[src/rtl/load_store_unit.sv]
// load_store_unit: memory-access stage sitting directly after the ALU.
// Handles one instruction at a time. Loads and stores run one req/ack bus
// transaction and hold oReady low until the ack arrives. Non-memory results
// retire one registered cycle after acceptance. Illegal accesses (and, when
// LSU_MISALIGN_TRAP_EN is defined, misaligned ones) raise a one-cycle
// exception pulse instead of touching the bus.
//
// Build option:
//   LSU_MISALIGN_TRAP_EN  - defined: misaligned half/word accesses trap with
//                           cause 01. Undefined: the low address bits below
//                           the access size are cleared and the access proceeds.
module load_store_unit #(
    parameter int XLEN = 32
) (
    input  logic            iClk,
    input  logic            iRst,
    input  logic            iValid,
    output logic            oReady,
    input  logic            iIsLoad,
    input  logic            iIsStore,
    input  logic [2:0]      iFunct3,
    input  logic [XLEN-1:0] iAddr,
    input  logic [XLEN-1:0] iStoreData,
    input  logic [XLEN-1:0] iAluResult,
    input  logic [4:0]      iRd,
    input  logic            iRegWr,
    output logic            oMemReq,
    output logic            oMemWe,
    output logic [XLEN-1:0] oMemAddr,
    output logic [XLEN-1:0] oMemWdata,
    output logic [3:0]      oMemBe,
    input  logic            iMemAck,
    input  logic [XLEN-1:0] iMemRdata,
    output logic            oWbValid,
    output logic [4:0]      oWbRd,
    output logic [XLEN-1:0] oWbData,
    output logic            oWbRegWr,
    output logic            oExcValid,
    output logic [1:0]      oExcCause,
    output logic [XLEN-1:0] oExcAddr
);

    localparam logic [0:0] IDLE = 1'b0;
    localparam logic [0:0] WAIT = 1'b1;

    localparam logic [1:0] CAUSE_MISALIGN = 2'b01;
    localparam logic [1:0] CAUSE_ILLEGAL  = 2'b10;

    // Pick the addressed lane out of the read word and extend it per funct3.
    function automatic logic [31:0] load_extract(
        input logic [2:0]  f3,
        input logic [1:0]  lane,
        input logic [31:0] word
    );
        logic [31:0] shifted;
        logic [7:0]  byte_v;
        logic [15:0] half_v;
        shifted = word >> {lane, 3'b000};
        byte_v  = shifted[7:0];
        half_v  = lane[1] ? word[31:16] : word[15:0];
        case (f3)
            3'b000:  load_extract = {{24{byte_v[7]}}, byte_v};
            3'b001:  load_extract = {{16{half_v[15]}}, half_v};
            3'b100:  load_extract = {24'h000000, byte_v};
            3'b101:  load_extract = {16'h0000, half_v};
            default: load_extract = word;
        endcase
    endfunction

    logic [0:0]      state_r;
    logic            mem_req_r;
    logic            mem_we_r;
    logic [XLEN-1:0] mem_addr_r;
    logic [XLEN-1:0] mem_wdata_r;
    logic [3:0]      mem_be_r;
    logic [4:0]      pend_rd_r;
    logic            pend_regwr_r;
    logic            pend_load_r;
    logic [2:0]      pend_f3_r;
    logic [1:0]      pend_lane_r;
    logic            wb_valid_r;
    logic [4:0]      wb_rd_r;
    logic [XLEN-1:0] wb_data_r;
    logic            wb_regwr_r;
    logic            exc_valid_r;
    logic [1:0]      exc_cause_r;
    logic [XLEN-1:0] exc_addr_r;

    logic            accept_s;
    logic            is_mem_s;
    logic            illegal_s;
    logic            misalign_s;
    logic            misalign_trap_s;
    logic [1:0]      lane_s;
    logic [3:0]      be_s;
    logic [XLEN-1:0] wdata_s;

    assign oReady   = (state_r == IDLE);
    assign accept_s = iValid && oReady;
    assign is_mem_s = iIsLoad || iIsStore;

    // Classify the incoming access: illegal encoding and misalignment.
    always_comb begin
        illegal_s  = 1'b0;
        misalign_s = 1'b0;
        if (iIsLoad && iIsStore) begin
            illegal_s = 1'b1;
        end else if (iIsLoad) begin
            illegal_s = (iFunct3 == 3'b011) || (iFunct3 == 3'b110) ||
                        (iFunct3 == 3'b111);
        end else if (iIsStore) begin
            illegal_s = (iFunct3 >= 3'b011);
        end else begin
            illegal_s = 1'b0;
        end
        case (iFunct3[1:0])
            2'b01:   misalign_s = iAddr[0];
            2'b10:   misalign_s = (iAddr[1:0] != 2'b00);
            default: misalign_s = 1'b0;
        endcase
    end

`ifdef LSU_MISALIGN_TRAP_EN
    assign misalign_trap_s = misalign_s;
`else
    assign misalign_trap_s = 1'b0;
`endif

    // Lane and store formatting; low bits below the access size are cleared
    // so an untrapped misaligned access lands on its natural boundary.
    always_comb begin
        lane_s  = iAddr[1:0];
        be_s    = 4'b1111;
        wdata_s = iStoreData;
        case (iFunct3[1:0])
            2'b00: begin
                lane_s  = iAddr[1:0];
                be_s    = 4'b0001 << iAddr[1:0];
                wdata_s = {4{iStoreData[7:0]}};
            end
            2'b01: begin
                lane_s  = {iAddr[1], 1'b0};
                be_s    = iAddr[1] ? 4'b1100 : 4'b0011;
                wdata_s = {2{iStoreData[15:0]}};
            end
            default: begin
                lane_s  = 2'b00;
                be_s    = 4'b1111;
                wdata_s = iStoreData;
            end
        endcase
        if (iIsLoad) begin
            be_s    = 4'b1111;
            wdata_s = {XLEN{1'b0}};
        end else begin
            be_s    = be_s;
            wdata_s = wdata_s;
        end
    end

    // Control FSM, bus request registers and writeback/exception pulses.
    always_ff @(posedge iClk or negedge iRst) begin
        if (!iRst) begin
            state_r      <= IDLE;
            mem_req_r    <= 1'b0;
            mem_we_r     <= 1'b0;
            mem_addr_r   <= {XLEN{1'b0}};
            mem_wdata_r  <= {XLEN{1'b0}};
            mem_be_r     <= 4'b0000;
            pend_rd_r    <= 5'd0;
            pend_regwr_r <= 1'b0;
            pend_load_r  <= 1'b0;
            pend_f3_r    <= 3'b000;
            pend_lane_r  <= 2'b00;
            wb_valid_r   <= 1'b0;
            wb_rd_r      <= 5'd0;
            wb_data_r    <= {XLEN{1'b0}};
            wb_regwr_r   <= 1'b0;
            exc_valid_r  <= 1'b0;
            exc_cause_r  <= 2'b00;
            exc_addr_r   <= {XLEN{1'b0}};
        end else begin
            wb_valid_r  <= 1'b0;
            exc_valid_r <= 1'b0;
            case (state_r)
                IDLE: begin
                    if (accept_s) begin
                        if (!is_mem_s) begin
                            wb_valid_r <= 1'b1;
                            wb_rd_r    <= iRd;
                            wb_data_r  <= iAluResult;
                            wb_regwr_r <= iRegWr && (iRd != 5'd0);
                        end else if (illegal_s) begin
                            exc_valid_r <= 1'b1;
                            exc_cause_r <= CAUSE_ILLEGAL;
                            exc_addr_r  <= iAddr;
                        end else if (misalign_trap_s) begin
                            exc_valid_r <= 1'b1;
                            exc_cause_r <= CAUSE_MISALIGN;
                            exc_addr_r  <= iAddr;
                        end else begin
                            mem_req_r    <= 1'b1;
                            mem_we_r     <= iIsStore;
                            mem_addr_r   <= {iAddr[XLEN-1:2], 2'b00};
                            mem_wdata_r  <= wdata_s;
                            mem_be_r     <= be_s;
                            pend_rd_r    <= iRd;
                            pend_regwr_r <= iIsLoad && iRegWr && (iRd != 5'd0);
                            pend_load_r  <= iIsLoad;
                            pend_f3_r    <= iFunct3;
                            pend_lane_r  <= lane_s;
                            state_r      <= WAIT;
                        end
                    end
                end
                WAIT: begin
                    if (iMemAck) begin
                        mem_req_r  <= 1'b0;
                        wb_valid_r <= 1'b1;
                        wb_rd_r    <= pend_rd_r;
                        wb_data_r  <= pend_load_r ?
                                      load_extract(pend_f3_r, pend_lane_r, iMemRdata) :
                                      {XLEN{1'b0}};
                        wb_regwr_r <= pend_regwr_r;
                        state_r    <= IDLE;
                    end
                end
                default: begin
                    mem_req_r <= 1'b0;
                    state_r   <= IDLE;
                end
            endcase
        end
    end

    assign oMemReq   = mem_req_r;
    assign oMemWe    = mem_we_r;
    assign oMemAddr  = mem_addr_r;
    assign oMemWdata = mem_wdata_r;
    assign oMemBe    = mem_be_r;
    assign oWbValid  = wb_valid_r;
    assign oWbRd     = wb_rd_r;
    assign oWbData   = wb_data_r;
    assign oWbRegWr  = wb_regwr_r;
    assign oExcValid = exc_valid_r;
    assign oExcCause = exc_cause_r;
    assign oExcAddr  = exc_addr_r;

endmodule

[config.mk]
export PLATFORM = sky130hd
export DESIGN_NAME = load_store_unit
export DESIGN_NICKNAME = d
export VERILOG_FILES = /design/src/rtl/load_store_unit.sv
export SDC_FILE = /design/constraint.sdc
export NUM_CORES = 1
export LEC_CHECK = 0
export BUFFER_PORTS_ARGS = -buffer_cell sky130_fd_sc_hd__buf_4
export CAP_MARGIN = 20
export CORE_MARGIN = 10
export CORE_UTILIZATION = 50
export CTS_BUF_LIST = sky130_fd_sc_hd__clkbuf_4 sky130_fd_sc_hd__clkbuf_8 sky130_fd_sc_hd__clkbuf_16
export CTS_CLUSTER_SIZE = 14
export DETAILED_ROUTE_END_ITERATION = 8
export GPL_TIMING_DRIVEN = 0
export PLACE_DENSITY = 0.92
export REMOVE_ABC_BUFFERS = 1
export SLEW_MARGIN = 10
export SYNTH_ARGS = -nofsm -noshare
export SYNTH_HDL_FRONTEND = slang
export SYNTH_SLANG_ARGS = --single-unit
[constraint.sdc]
create_clock -name iClk -period 3.3 [get_ports iClk]
set_clock_uncertainty 0.1 [all_clocks]
set_input_delay 0.33 -clock iClk [delete_from_list [all_inputs] [get_ports iClk]]
set_output_delay 0.33 -clock iClk [all_outputs]
set_load 0.02 [all_outputs]
### After elaboration in Yosys (flattened, before gate mapping)

Index checks and enable logic that the tools add are counted.

* register bits: 154
* latch bits: 0
* RAM bits: 0
* memory bits (read-only): 0
* bits of input ports: 143
* output and inout bits: 145
* word-level logic and storage cells: 92
* memories kept: 0

* add/subtract/negate cells: 0
* multipliers: 0
* divide/modulo/power cells: 0
* $lt $le $gt $ge: 1
* equal/unequal tests: 12
* shift-type cells: 2
* muxes and demuxes: 42
* bitwise gates (word level): 2
* reductions and logical operators: 15

Operators by type and width (count)
* 2-to-1 mux 32 bit: 5
* one-hot mux 32 bit (2 select lines): 2
* one-hot mux 32 bit (4 select lines): 1
* >> shifter 32 x 5 -> 8 bit: 1
* 2-to-1 mux 1 bit: 21
* 2-to-1 mux 16 bit: 1
* 2-to-1 mux 5 bit: 3
* == test 3 bit (second input constant): 4
* AND reduction 4 bit: 3
* one-hot mux 5 bit (2 select lines): 1
* 2-to-1 mux 4 bit: 2
* one-hot mux 1 bit (2 select lines): 4
* one-hot mux 4 bit (2 select lines): 1
* != test 2 bit (second input constant): 3
* logical AND 1 bit: 5
* nonzero test 5 bit: 1
* != test 2 x 1 -> 1 bit (second input constant): 2
* one-hot mux 2 bit (2 select lines): 1
* << shifter 1 x 2 -> 4 bit (first input constant): 1
* == test 3 x 1 -> 1 bit (second input constant): 1
* == test 3 x 2 -> 1 bit (second input constant): 1
* greater-or-equal comparator 3 x 2 -> 1 bit (second input constant): 1
* zero test 3 bit: 1
* logical OR 1 bit: 3
* other kinds (4): 5

### Longest topological paths before layout

Gate-level depths: netlist of run 1.

* word-level depth: 9
* depth in mapped cells: 7

### Least setup slack after synthesis of run 1

Ideal clock, no wire load.

* path kind: flip-flop to flip-flop
* start: reg state_r
* end: reg mem_addr_r[22], in the netlist oMemAddr[22]
* arrival time: 1.743 ns
* required time: 3.075 ns
* setup slack: 1.332 ns
* cell stages (with the launch flop): 8
* path buffers: 3
* period minus slack after synthesis: 1.968 ns
* path through: dfrtp_1 > buf_2 > nand2b_4 > a2111o_1 > and2_4 > buf_6 > buf_6 > mux2_4

* longest elaborated chain between the ends: 3

RTL lines
* start, declared: RTL line 70 `logic [0:0] state_r;`
* start signal, assigned: RTL line 164 `state_r <= IDLE;`
* start signal, assigned: RTL line 212 `state_r <= WAIT;`
* start signal, assigned: RTL line 225 `state_r <= IDLE;`
* inverter 1 bit (no line) *
* logical AND 1 bit: RTL line 99 `assign accept_s = iValid && oReady;`
* AND reduction 4 bit (no line) *
* end signal, assigned: RTL line 167 `mem_addr_r <= {XLEN{1'b0}};`
* end signal, assigned: RTL line 204 `mem_addr_r <= {iAddr[XLEN-1:2], 2'b00};`
* end, declared: RTL line 73 `logic [XLEN-1:0] mem_addr_r;`

Mark *: on every way between the ends. The rest lies on a longest branch, timed or not.
A chain may end at the register's enable or synchronous reset.

### Worst setup path in the final report of run 1

* start: reg state_r
* end: reg mem_addr_r[7], in the netlist oMemAddr[7]

The elaborated chain is that of the path after synthesis.

==> impl_metrics.env, run 1 <==
export IMPL_routed_wirelength_um=24230
export IMPL_synthToLayoutAreaGrowth_pct=39.77
export IMPL_max_freq_mhz=318.9
export IMPL_diodes=0
export IMPL_rows=43
export IMPL_worst_pin_slew_ps=1063
export IMPL_vias=6246
export IMPL_slew_headroom=0.2888
export IMPL_path_clk_slew_ps=60
export IMPL_hold_path_class="input port to flip-flop"
export IMPL_clk_latency_ps=420
export IMPL_crit_chain="nand2b_4 > nand4bb_1 > and2_4 > mux2_2"
export IMPL_hold_viol=0
export IMPL_cp_slowest_stage_delay_ps=810
export IMPL_status="finished, final reports clean"
export IMPL_synthCells=646
export IMPL_initial_utilization=0.5147
export IMPL_drt_iter0_drc=373
export IMPL_multiInputGateArea_um2=3118
export IMPL_period_share=0.9502
export IMPL_p_per_area_nw_per_um2=709.5
export IMPL_post_synth_instance_area_um2=7227
export IMPL_cts_resized=0
export IMPL_routabilityCongestion=0.8535
export IMPL_synth_edf_count=0
export IMPL_critPathLaunchType="flip-flop"
export IMPL_io_buffers=284
export IMPL_clockBufferDepth=2
export IMPL_clock_sinks=154
export IMPL_power_uw=7166
export IMPL_htree_levels=4
export IMPL_fp_dieArea_um2=19660
export IMPL_grtUsageTotal=0.2381
export IMPL_crit_arrival_ps=3340
export IMPL_dpl_hpwl_um=17810
export IMPL_syn_avg_cell_area_um2=11.19
export IMPL_avgRoutedWirePerCell_um=22.10
export IMPL_drive_gt1_frac=0.4421
export IMPL_root_buffer="clkbuf_16"
export IMPL_fin_tns_setup_ps=0
export IMPL_grt_pass1_vias=6606
export IMPL_grt_pass1_wl_um=37380
export IMPL_antenna_left=0
export IMPL_cts_made_buffers=17
export IMPL_die_height_um=140.2
export IMPL_required_ps=3510
export IMPL_vias_per_cell=5.699
export IMPL_ys_types=47
export IMPL_power_leakage_uw=0.005102
export IMPL_synth_warnings=0
export IMPL_critical_path_slowest_cell="and2_4"
export IMPL_setup_viol=0
export IMPL_grt_max_degree=114
export IMPL_vdd_drop_max_uv=550.1
export IMPL_synthArstFlopShare=1.000
export IMPL_seqCellArea_um2=3854
export IMPL_cts_tree="yes"
export IMPL_fp_dieW_um=140.2
export IMPL_fp_coreArea_um2=14040
export IMPL_io_pin_count=288
export IMPL_drv_cap=0
export IMPL_synth_seq_cells=154
export IMPL_crit_fanout=66
export IMPL_crit_type="flip-flop to flip-flop"
export IMPL_overflow=0
export IMPL_crit_path_end_kind="flip-flop"
export IMPL_ys_flop_type="dfrtp_1"
export IMPL_fill_cells=966
export IMPL_antenna_found_initial=0
export IMPL_first_pass_iters=5
export IMPL_min_period_ps=3136
export IMPL_seq_area_frac_synth=0.5332
export IMPL_maxSlewViolCount=0
export IMPL_drcViolationCount=0
export IMPL_nets=1049
export IMPL_rsz0062_at_grt="no"
[logic make-up (layout without fill, tap and decap cells)]
family	Yosys count	in the layout	share of synthesized area
simple gates	166	166	0.1077
other cells	1	3	0.0005189
mux	123	123	0.1899
flops	154	154	0.5332
buf+inv	65	333	0.03913
compound gates	137	137	0.1295
[report_power, final]
group          leakage (uW)  switching (uW)  internal (uW)  total, uW
clock              0.000292             782           1230       2020
combinational       0.00291            1360           1110       2460
sequential          0.00190             324           2360       2690
[critical path, delay by kind of cell (launching register included)]
| family | cells | cell delay, ps |
|---|---|---|
| flip-flops | 1 | 800 |
| multiplexers | 1 | 430 |
| AND/OR/NAND/NOR | 3 | 1620 |
[routing by layer]
layer	track usage	wire [um]	up-vias
met3	0.1339	3347	31
met2	0.3951	11870	289
li1	-	-	2821
met5	0	0	-
met1	0.2516	8617	3105
met4	0.07446	394	0
[metrics by stage]
| step | hold slack (ps) | util | setup slack (ps) | std cells | cell area, um2 |
|---|---|---|---|---|---|
| 2_1_floorplan | -65.59 | - | 228.7 | 597 | 7004 |
| 3_3_place_gp | 352.6 | 0.6667 | -696.0 | 1061 | 9361 |
| 3_5_place_dp | 142.3 | 0.6758 | 149.1 | 1066 | 9489 |
| 4_1_cts | 5.244 | 0.7193 | 120.8 | 1096 | 10100 |
| 5_1_grt | 29.10 | 0.7193 | 12.93 | 1096 | 10100 |
| 6_report | 16.12 | 0.7193 | 164.3 | 1096 | 10100 |
[layout make-up]
type | instances | area share
clock inverter | 9 | 0.01400
tap | 180 | 0.02230
inverter | 14 | 0.005203
timing repair buffer | 290 | 0.2227
clock buffer | 20 | 0.04558
multi-input combinational | 429 | 0.3087
sequential | 154 | 0.3815
[registers in the layout (all words and copies together) (netlist names), 3 cells and up]
name and count:
oExcAddr 32, oMemWdata 32, oWbData 32, oMemAddr 30, oWbRd 5, pend_rd_r 5, oMemBe 4, pend_f3_r 3
[cell usage after synthesis (6+ instances only)]
master	count	share of area
and2_1	16	0.014
mux2i_1	46	0.064
mux2_4	9	0.019
clkbuf_1	34	0.018
o311ai_0	6	0.0073
mux2_2	66	0.10
or3_1	9	0.0078
nand2_1	85	0.044
nor2_1	13	0.0068
a21oi_1	14	0.0097
buf_2	10	0.0069
inv_1	11	0.0057
nor3_1	23	0.016
dfrtp_1	154	0.53
nand3_1	6	0.0042
o21ai_0	45	0.031
a21o_1	24	0.025
o221ai_1	32	0.039
[cell usage in the layout (no fill, tap or decap), types with 9 or more instances in the layout]
master     instances
buf_4            283
dfrtp_1          154
nand2_1           85
mux2_2            66
mux2i_1           46
o21ai_0           45
o221ai_1          32
a21o_1            24
nor3_1            23
clkbuf_16         17
and2_1            16
a21oi_1           13
nor2_1            13
inv_1             11
or3_1              9
mux2_4             9
[worst paths after layout]
kind                             startpoint           to  slack, ps  cells past startpoint
worst max-delay path                state_r  oMemAddr[7]        160                      4
worst min-delay path                iMemAck      state_r         20                      2
worst max register to register      state_r  oMemAddr[7]        160                      4
worst min register to register  pend_load_r  pend_load_r        370                      2
max in group asynchronous              iRst     oWbValid       1960                      3
min in group asynchronous              iRst  oWbData[15]        290                      2
[repair_timing]
action	in CTS	in global routing
endpoints found under the hold margin	41	0
hold buffers	1	0
buffers inserted	0	0
No activity file was read; power rests on OpenSTA's default activity.
==> run 2, diff against run 1 <==
--- a/config.mk
+++ b/config.mk
@@ -8,12 +8,12 @@
 export BUFFER_PORTS_ARGS = -buffer_cell sky130_fd_sc_hd__buf_4
 export CAP_MARGIN = 20
 export CORE_MARGIN = 10
-export CORE_UTILIZATION = 50
+export CORE_UTILIZATION = 39
 export CTS_BUF_LIST = sky130_fd_sc_hd__clkbuf_4 sky130_fd_sc_hd__clkbuf_8 sky130_fd_sc_hd__clkbuf_16
 export CTS_CLUSTER_SIZE = 14
 export DETAILED_ROUTE_END_ITERATION = 8
 export GPL_TIMING_DRIVEN = 0
-export PLACE_DENSITY = 0.92
+export PLACE_DENSITY = 0.77
 export REMOVE_ABC_BUFFERS = 1
 export SLEW_MARGIN = 10
 export SYNTH_ARGS = -nofsm -noshare
==> run 2 against run 1 <==
Final cell count rose by 4.9%. Register-to-register slack better by 60 ps. Routed wire length decreased by 2.8%. Utilization down 16 points. Maximum frequency is 1.9% higher. Non-clock buffer count up 1. Clock power hardly changed. Combinational power decreased by 2%. Critical path type unchanged.
==> impl_metrics.env, run 2 (synthesis gave the netlist of run 1 again) <==
export IMPL_status="finished, final reports clean"
export IMPL_p_switching_uw=2503
export IMPL_hold_end="oExcAddr[21]"
export IMPL_instances_no_fill=1150
export IMPL_fin_tns_setup_ps=0
export IMPL_io_buffers=284
export IMPL_antenna_left=0
export IMPL_io_pin_count=288
export IMPL_holdPathStages=2
export IMPL_nets=1051
export IMPL_vias=6093
export IMPL_crit_path_end_kind="flip-flop"
export IMPL_min_delay_start="iAddr[21]"
export IMPL_cts_setup_buffers=0
export IMPL_overflow=0
export IMPL_fp_dieW_um=156.1
export IMPL_multiInputGateArea_um2=3126
export IMPL_min_period_ps=3076
export IMPL_cts_made_buffers=17
export IMPL_hold_viol=0
export IMPL_cts_tree="yes"
export IMPL_worst_pin_slew_ps=1034
export IMPL_cp_slowest_stage_delay_ps=820
export IMPL_routed_wirelength_um=23550
export IMPL_final_cell_mix="buf_4 (284), dfrtp_1 (154), nand2_1 (85), mux2_2 (66), mux2i_1 (46)"
export IMPL_rsz0062_at_grt="no"
export IMPL_initial_utilization=0.3996
export IMPL_timing_rr_start="state_r"
export IMPL_vdd_drop_max_uv=364.3
export IMPL_fp_dieArea_um2=24380
export IMPL_seqCellArea_um2=3854
export IMPL_drive_gt1_frac=0.4441
export IMPL_max_freq_mhz=325.1
export IMPL_critPathLaunchType="flip-flop"
export IMPL_rows=49
export IMPL_r2r_slack_ps=220
export IMPL_p_int_uw=4636
export IMPL_first_pass_iters=4
export IMPL_vias_per_cell=5.298
export IMPL_drt_iter0_drc=381
export IMPL_setup_viol=0
export IMPL_whs_ps=33.42
export IMPL_hold_path_class="input port to flip-flop"
export IMPL_drcViolationCount=0
export IMPL_dpl_hpwl_um=17200
export IMPL_dp_cells=1115
export IMPL_antenna_found_initial=0
export IMPL_period_share=0.9321
export IMPL_required_ps=3510
export IMPL_reg2reg_to="oMemAddr[24]"
export IMPL_cts_resized=0
export IMPL_grt_pass1_vias=6397
export IMPL_r2r_cells=4
export IMPL_maxSlewViolCount=0
export IMPL_crit_fanout=33
export IMPL_avgRoutedWirePerCell_um=20.48
export IMPL_clk_latency_ps=410
export IMPL_layout_commonest_cell="buf_4"
export IMPL_routabilityCongestion=0.7982
export IMPL_slew_headroom=0.3109
export IMPL_p_per_area_nw_per_um2=701.0
export IMPL_grt_pass1_wl_um=36180
export IMPL_power_leakage_uw=0.005111
export IMPL_pwr_share_clk=0.285
export IMPL_fill_cells=1551
export IMPL_fp_coreArea_um2=18090
export IMPL_grtUsageTotal=0.1860
export IMPL_diodes=0
export IMPL_grt_max_degree=96
export IMPL_clock_sinks=154
export IMPL_synthToLayoutAreaGrowth_pct=40.91
export IMPL_seqPwrFrac=0.375
export IMPL_final_core_util=0.5631
export IMPL_crit_chain="nand2b_4 > nand4bb_1 > and2_2 > mux2_4"
export IMPL_crit_type="flip-flop to flip-flop"
export IMPL_power_switching_share=0.3506
export IMPL_htree_levels=4
export IMPL_drv_cap=0
export IMPL_crit_arrival_ps=3290
export IMPL_die_height_um=156.1
export IMPL_critical_path_slowest_cell="dfrtp_1"
export IMPL_root_buffer="clkbuf_16"
export IMPL_clockBufferDepth=2
export IMPL_pwr_share_comb=0.340
export IMPL_path_clk_slew_ps=70
run 2: power groups by stage:
stage	registers, uW	clock network, uW	logic, uW
after detailed placement	2710	0	2450
after global placement	2680	0	2390
after CTS	2680	2080	2450
final	2680	2030	2420
after global routing	2740	2150	2620
after floorplan	3200	0	709
run 2: worst max-delay path by stage:
stage / start / end / cells past startpoint
6_report: state_r / oMemAddr[24] / 4
3_3_place_gp: state_r / oMemAddr[20] / 4
5_1_grt: state_r / oMemAddr[24] / 4
4_1_cts: state_r / oMemAddr[31] / 4
2_1_floorplan: state_r / oMemAddr[10] / 4
3_5_place_dp: state_r / oMemAddr[2] / 4
run 2: timing repair:
action / in CTS / in global routing
hold buffers: 2 / 0
setup endpoints to repair: 0 / 35
endpoints found under the hold margin: 60 / 0
run 2: worst max-delay path: cells and delay by family (launching register included):
| family | cells | cell delay, ps |
|---|---|---|
| muxes | 1 | 350 |
| and+or+nand+nor | 3 | 1690 |
| DFF | 1 | 820 |
run 2: area by class of cell:
class | instances | area share
Sequential cell | 154 | 0.3784
Multi-Input combinational cell | 430 | 0.3069
Inverter | 14 | 0.005160
Tap cell | 229 | 0.02814
Timing Repair Buffer | 291 | 0.2214
Clock buffer | 18 | 0.04313
Clock inverter | 14 | 0.01683
run 2: routing by layer:
metal  GRT usage  vias to the layer above  routed length [um]
met5           0                        -                   0
met3     0.08354                       23                2622
met1      0.2181                     2999                9469
met2      0.3001                      244               11080
met4     0.05708                        0                 386
li1            -                     2827                   -
run 2: metrics by stage:
stage          instance area [um2]  power [uW]  setup WS [ps]
2_1_floorplan                 7004        3909          228.7
3_3_place_gp                  9423        5071         -756.5
3_5_place_dp                  9545        5152          85.16
4_1_cts                      10180        7214          56.66
5_1_grt                      10180        7513          61.03
6_report                     10180        7139          224.1
==> run 3, diff against run 2 <==
--- a/config.mk
+++ b/config.mk
@@ -13,7 +13,7 @@
 export CTS_CLUSTER_SIZE = 14
 export DETAILED_ROUTE_END_ITERATION = 8
 export GPL_TIMING_DRIVEN = 0
-export PLACE_DENSITY = 0.77
+export PLACE_DENSITY = 0.75
 export REMOVE_ABC_BUFFERS = 1
 export SLEW_MARGIN = 10
 export SYNTH_ARGS = -nofsm -noshare
==> run 3 against run 2 <==
Non-clock buffer count up 1. Power shrank 0.91%. Critical path depth is the same. Hold slack gained 13 ps. Routed wire length increased by 0.45%. Via count rose by 0.59%. Register-to-register slack about the same. Sequential cell count did not move. Clock-buffer cell count did not move. Utilization about the same. Highest routed layer unchanged.
==> impl_metrics.env, run 3 (synthesis gave the netlist of run 1 again) <==
export IMPL_routed_wirelength_um=23660
export IMPL_fp_dieArea_um2=24380
export IMPL_p_per_area_nw_per_um2=694.3
export IMPL_rsz0062_at_grt="no"
export IMPL_hold_path_class="input port to flip-flop"
export IMPL_vias=6129
export IMPL_grtUsageTotal=0.1866
export IMPL_grt_pass1_wl_um=36160
export IMPL_power_leakage_uw=0.005112
export IMPL_synthToLayoutAreaGrowth_pct=41.00
export IMPL_antenna_found_initial=0
export IMPL_route_met2_wl_um=11330
export IMPL_fp_coreArea_um2=18090
export IMPL_crit_arrival_ps=3270
export IMPL_drive_gt1_frac=0.4441
export IMPL_root_buffer="clkbuf_16"
export IMPL_overflow=0
export IMPL_avgRoutedWirePerCell_um=20.57
export IMPL_fp_dieW_um=156.1
export IMPL_cts_resized=0
export IMPL_crit_path_end_kind="flip-flop"
export IMPL_drv_cap=0
export IMPL_hold_viol=0
export IMPL_die_height_um=156.1
export IMPL_clockBufferDepth=2
export IMPL_first_pass_iters=5
export IMPL_design_area_um2=10190
export IMPL_crit_chain="nand2b_4 > nand4bb_1 > and2_2 > mux2_4"
export IMPL_grt_max_degree=90
export IMPL_highest_layer="met4"
export IMPL_period_share=0.9292
export IMPL_cp_num_buf_inv=0
export IMPL_met1_length_um=9380
export IMPL_fill_cells=1556
export IMPL_critPathTopFamily="simple AND/OR/NAND/NOR gates"
export IMPL_io_buffers=284
export IMPL_min_period_ps=3066
export IMPL_max_freq_mhz=326.1
export IMPL_wl_met3_um=2594
export IMPL_slew_headroom=0.3017
export IMPL_vdd_drop_max_uv=376.6
export IMPL_required_ps=3500
export IMPL_fin_tns_setup_ps=0
export IMPL_final_cell_mix="buf_4 (284), dfrtp_1 (154), nand2_1 (85), mux2_2 (66), mux2i_1 (46)"
export IMPL_setup_slack_ps=233.5
export IMPL_cts_made_buffers=17
export IMPL_cts_tree="yes"
export IMPL_dpl_hpwl_um=17250
export IMPL_diodes=0
export IMPL_clk_latency_ps=410
export IMPL_critical_path_slowest_cell="and2_2"
export IMPL_nets=1052
export IMPL_clock_sinks=154
export IMPL_pre_cts_ws_ps=111.9
export IMPL_io_pin_count=288
export IMPL_antenna_left=0
export IMPL_grt_pass1_vias=6451
export IMPL_setup_viol=0
export IMPL_path_clk_slew_ps=60
export IMPL_routabilityCongestion=0.8097
export IMPL_worst_pin_slew_ps=1048
export IMPL_vias_per_cell=5.330
export IMPL_initial_utilization=0.3996
export IMPL_crit_fanout=33
export IMPL_drt_iter0_drc=264
export IMPL_cp_slowest_stage_delay_ps=830
export IMPL_rows=49
export IMPL_layout_commonest_cell="buf_4"
export IMPL_critPathLaunchType="flip-flop"
export IMPL_power_uw=7074
export IMPL_drcViolationCount=0
export IMPL_post_dp_cell_area_um2=9580
export IMPL_htree_levels=4
export IMPL_maxSlewViolCount=0
export IMPL_status="finished, final reports clean"
export IMPL_crit_type="flip-flop to flip-flop"
run 3: cell types whose count changed in the layout (fill, tap and decap cells not counted):
cell	previous run	this run
buf_16	1	3
clkinvlp_4	1	2
clkinv_2	0	3
clkinv_4	2	3
buf_12	3	2
inv_6	6	3
inv_8	3	0
run 3: final timing paths:
check                             start            to  slack [ps]  cells after the start
max reg2reg                     state_r  oMemAddr[29]         230                      4
min                           iAddr[21]  oExcAddr[21]          50                      2
min in group asynchronous          iRst    oWbData[6]         350                      2
max in group asynchronous          iRst   oMemAddr[9]        1910                      3
min reg2reg                oExcCause[1]  oExcCause[1]         370                      1
max                             state_r  oMemAddr[29]         230                      4
run 3: routing by layer:
layer / vias to the layer above / track usage
met5: - / 0
met4: 0 / 0.05933
met3: 24 / 0.08189
met2: 265 / 0.3093
met1: 2994 / 0.2124
li1: 2846 / -
run 3: what timing repair did:
item	4_1_cts	5_1_grt
setup endpoints to repair	0	3
hold endpoints to repair	66	0
hold buffers	2	0
setup buffers	0	0
run 3: stage by stage:
stage                       util  std cells  hold WS, ps
after floorplan                -        597       -65.59
after detailed placement  0.5297       1116        209.6
final                     0.5634       1150        46.25
after global placement    0.5210       1110        350.9
after global routing      0.5634       1150        29.31
after CTS                 0.5630       1149        23.42
run 3: report_power, final:
group	internal [uW]	switching, uW	total [uW]	leakage (uW)
Combinational	1120	1330	2440	0.00293
Clock	1140	814	1950	0.000283
Sequential	2360	318	2680	0.00190
run 3: cell type report:
cell class / count / area (um2) / share of cell area
Timing Repair Buffer: 292 / 2290 / 0.2247
Tap cell: 229 / 286.5 / 0.02812
Multi-Input combinational cell: 430 / 3126 / 0.3067
Clock inverter: 13 / 142.6 / 0.01400
Sequential cell: 154 / 3854 / 0.3782
Inverter: 14 / 52.55 / 0.005157
Clock buffer: 18 / 439.2 / 0.04310
